===== src/rtl/mux_sel_reg.sv =====
// mux_sel_reg: registered N-way source selector with a one-entry output register.
// Ports: clk, reset (async, active-high), mode, selector, data_in[CHANNELS*WIDTH],
//        in_valid/in_ready[CHANNELS], data_out, out_valid, out_ready, out_chan.
module mux_sel_reg #(
    parameter int WIDTH    = 32,
    parameter int CHANNELS = 4,
    parameter int SEL_W    = 2
) (
    input  logic                      clk,
    input  logic                      reset,
    input  logic                      mode,
    input  logic [SEL_W-1:0]          selector,
    input  logic [CHANNELS*WIDTH-1:0] data_in,
    input  logic [CHANNELS-1:0]       in_valid,
    output logic [CHANNELS-1:0]       in_ready,
    output logic [WIDTH-1:0]          data_out,
    output logic                      out_valid,
    input  logic                      out_ready,
    output logic [SEL_W-1:0]          out_chan
);

    logic [WIDTH-1:0]    r_data;
    logic                r_valid;
    logic [SEL_W-1:0]    r_chan;
    logic [SEL_W-1:0]    r_rr_ptr;

    logic                w_load_ok;
    logic [SEL_W-1:0]    w_dir_g;
    logic                w_rr_found;
    logic [SEL_W-1:0]    w_rr_g;
    logic [SEL_W-1:0]    w_gnt;
    logic                w_gnt_vld;
    logic [CHANNELS-1:0] w_ready;
    logic                w_xfer_in;
    logic [WIDTH-1:0]    w_word;
    logic [SEL_W-1:0]    w_ptr_nxt;

    assign w_load_ok = !r_valid || out_ready;

    // Out-of-range selector values fall back to channel 0.
    assign w_dir_g = (32'(selector) < CHANNELS) ? selector : '0;

    // Cyclic priority scan starting at the round-robin pointer.
    always_comb begin
        int idx;
        w_rr_found = 1'b0;
        w_rr_g     = '0;
        idx        = 0;
        for (int k = 0; k < CHANNELS; k++) begin
            idx = 32'(r_rr_ptr) + k;
            if (idx >= CHANNELS) begin
                idx = idx - CHANNELS;
            end
            if (!w_rr_found && |(in_valid & (CHANNELS'(1) << idx))) begin
                w_rr_found = 1'b1;
                w_rr_g     = SEL_W'(idx);
            end
        end
    end

    assign w_gnt     = mode ? w_rr_g : w_dir_g;
    assign w_gnt_vld = mode ? w_rr_found : 1'b1;

    assign w_ready   = (w_load_ok && w_gnt_vld) ? (CHANNELS'(1) << w_gnt) : '0;
    assign in_ready  = w_ready;
    assign w_xfer_in = |(in_valid & w_ready);

    always_comb begin
        w_word = '0;
        for (int i = 0; i < CHANNELS; i++) begin
            if (w_gnt == SEL_W'(i)) begin
                w_word = data_in[i*WIDTH +: WIDTH];
            end
        end
    end

    // Pointer wraps at CHANNELS, not at the selector width.
    assign w_ptr_nxt = (32'(w_gnt) == CHANNELS - 1) ? '0 : w_gnt + SEL_W'(1);

    always_ff @(posedge clk or posedge reset) begin
        if (reset) begin
            r_data   <= '0;
            r_valid  <= 1'b0;
            r_chan   <= '0;
            r_rr_ptr <= '0;
        end else if (w_xfer_in) begin
            r_data  <= w_word;
            r_chan  <= w_gnt;
            r_valid <= 1'b1;
            if (mode) begin
                r_rr_ptr <= w_ptr_nxt;
            end
        end else if (r_valid && out_ready) begin
            r_valid <= 1'b0;
        end
    end

    assign data_out  = r_data;
    assign out_valid = r_valid;
    assign out_chan  = r_chan;

endmodule


===== config.mk =====
export PLATFORM = sky130hd
export DESIGN_NAME = mux_sel_reg
export DESIGN_NICKNAME = d
export VERILOG_FILES = /design/src/rtl/mux_sel_reg.sv
export SDC_FILE = /design/constraint.sdc
export NUM_CORES = 1
export LEC_CHECK = 0
export ABC_AREA = 1
export CAP_MARGIN = 20
export CORE_UTILIZATION = 38
export DETAILED_ROUTE_END_ITERATION = 10
export HOLD_SLACK_MARGIN = 0.15
export PLACE_DENSITY_LB_ADDON = 0.3
export SYNTH_ARGS = -nofsm -noshare
export SYNTH_HDL_FRONTEND = slang
export SYNTH_SLANG_ARGS = --single-unit

===== constraint.sdc =====
create_clock -name clk -period 3.2 [get_ports clk]
set_clock_uncertainty 0.05 [all_clocks]
set_input_delay 0.32 -clock clk [delete_from_list [all_inputs] [get_ports clk]]
set_output_delay 0.32 -clock clk [all_outputs]
set_load 0.01 [all_outputs]

==> impl_metrics.json <==
{
  "crit_path_start_kind": "register",
  "die_w_um": 88.9,
  "synthCells": 446,
  "nets": 765,
  "die_h_um": 88.9,
  "antenna_cells": 0,
  "instances_no_fill": 719,
  "start_util_pct": 39.3,
  "grt-ovfl-total": 0,
  "antenna_found_initial": 0,
  "netlist_top_cells_area": "dfrtp_1 32%, nand2_1 25%, o21ai_0 12%",
  "place_area_um2": 4780,
  "powerDensity_nw_per_um2": 902,
  "period_minus_slack_ns": 3.09,
  "status": "finished clean",
  "final_common_cell": "nand2_1",
  "synth-seq-cells": 37,
  "setup.worst_path.class": "reg -> out",
  "crit_path_start": "r_rr_ptr[0]",
  "boundaryPins": 177,
  "drc_errors": 0,
  "fin_util_pct": 68.9,
  "async_reset_ff_share_pct": 100,
  "slew_headroom_pct": 65.8,
  "avgSynthCellArea_um2": 6.43,
  "root_buffer": "clkbuf_8",
  "cp_data_arrival_time_ns": 2.72,
  "syn-num-nets": 592,
  "worst_pin_slew_ns": 0.513,
  "setup_viol": 0,
  "cts.sinks": 37,
  "clockBufferDepth": 2,
  "grtUsageTotal_pct": 24.2,
  "hold_viol": 0,
  "drt_iter0_markers": 145,
  "crit_fanout": 4,
  "insertion_delay_ns": 0.28,
  "first_global_vias": 3222,
  "period_share_pct": 96.6,
  "ir_drop_mv": 0.391,
  "h-tree-depth": 2,
  "max_freq_mhz": 323,
  "std_cell_rows": 31,
  "cts_tree": "done",
  "grt_max_degree": 37,
  "fin_setup_tns_ns": 0,
  "synth_top_cell_area_share_pct": 32.3,
  "drtAntennaViolNets": 0,
  "final_cell_mix": "190 x nand2_1, 172 x clkdlybuf4s50_1, 63 x o21ai_0",
  "synth_top_area_cell": "dfrtp_1",
  "required_ns": 2.83,
  "ys_seq_area_share_pct": 32.3,
  "dr.pass1.iters": 7,
  "gp_congestion": 0.836,
  "netlist_area_um2": 2870,
  "design_area_um2": 5020,
  "slew_violations": 0,
  "cts_buffers": 5,
  "portBuffers": 176,
  "wirelength_mm": 10.0,
  "dp_slack_ns": -0.122,
  "ys_warn_count": 0,
  "vias": 3619,
  "area_growth_pct": 75.1,
  "synth_ff_type": "dfrtp_1",
  "grt_pass1_wl_mm": 14.8,
  "n_fill_cell": 615,
  "die_area_um2": 7900,
  "path_clk_slew_ns": 0.07,
  "cp-end-kind": "output pin",
  "leakagePower_nw": 2.27,
  "hpwl_mm": 7.72,
  "layout-drive-gt1-share_pct": 10.0,
  "core-area_um2": 7290,
  "cts_hold_repair.buffers": 0,
  "rsz0062_at_grt": "true",
  "max_cap_violations": 0,
  "dp.cells": 708,
  "ys_types": 27,
  "viasPerCell": 5.03,
  "fin_ws_ns": 0.108,
  "synth_edf_count": 0,
  "rr_startpoint": "r_rr_ptr[0]",
  "routedWlPerCell_um": 13.9,
  "hold_class": "in -> async"
}
==> metal layers <==
metal / global-route usage, % / part of all wire (%)
met4: 6.01 / 1.3
met5: 0 / 0
met3: 6.65 / 9.6
met2: 45.7 / 51
met1: 26.8 / 39
==> path summary, 6_finish.rpt <==
check                         endpoint  cells past startpoint  slack [ns]
max reg2reg                r_rr_ptr[1]                     21        0.19
min                        data_out[4]                      2        0.32
max in group asynchronous    out_valid                      3        2.08
min reg2reg                data_out[0]                      2        0.43
max                        in_ready[1]                     16        0.11
min in group clk           data_out[0]                      2        0.43
==> Yosys cell counts (2+ instances only) <==
cell      instances
nor2_4            2
o21ai_0          69
nand2_1         190
o21ai_1           2
clkbuf_1         22
nand2_2           7
buf_6             6
nand3_1          37
nor2_1            5
inv_1            11
ha_1              8
nand4_1           5
dfrtp_1          37
a21oi_1          32
==> registers in the layout, indices dropped and copies added, names as in the netlist <==
signal,cells
data_out,32
out_valid,1
r_rr_ptr,2
out_chan,2
==> metrics by stage <==
step | total power (W) | hold slack [ns]
2_1_floorplan | 0.00272 | 0.442
4_1_cts | 0.00441 | 0.332
6_report | 0.00453 | 0.323
5_1_grt | 0.00491 | 0.369
3_5_place_dp | 0.00396 | 0.414
3_3_place_gp | 0.00387 | 0.411
==> report_power, final <==
group | switching (W) | internal [W] | total (W)
registers | 0.000121 | 0.000689 | 0.000810
clock network | 0.000164 | 0.000254 | 0.000418
logic | 0.00183 | 0.00148 | 0.00331
total | 0.00211 | 0.00242 | 0.00453
==> critical path, cell delays in order, from the launching register on <==
cell and delay [ns]:
dfrtp_1 0.42, buf_4 0.15, ha_2 0.20, nand2_1 0.08, nand2_2 0.10, nor2_4 0.14
nand2_2 0.10, nor2_4 0.11, nand2_1 0.06, nand3_1 0.12, nand3_2 0.11, o21ai_4 0.13
inv_2 0.09, ha_4 0.19, inv_2 0.09, nor2_1 0.05, dlygate4sd2_1 0.28
==> timing repair <==
item / CTS / global route
gates resized for setup: 8 / 31
pin swaps: 0 / 4
endpoints found under the setup margin: 38 / 41
setup buffers: 2 / 1
cloned: 0 / 0
==> kinds of logic (layout without fill, tap and decap cells) <==
family,Yosys count,in the layout,synth area share [%]
AO/OA/AOI/OAI,104,104,18.3
AND/OR/NAND/NOR,253,253,38.2
buffers and inverters,44,218,7.76
flip-flops,37,37,32.3
adder cells (fa/ha/maj),8,8,3.49
==> layout make-up <==
cell class | count | area, µm² | area share (%)
clock buffers | 7 | 86.3 | 1.72
repair buffers | 198 | 2010 | 40.0
inverters | 12 | 45.0 | 0.896
well taps | 99 | 124 | 2.47
flip-flops and latches | 37 | 926 | 18.4
multi-input cells | 365 | 1810 | 35.9
clock inverters | 1 | 30.0 | 0.598
Note: power is estimated with default switching activity, not from simulation.
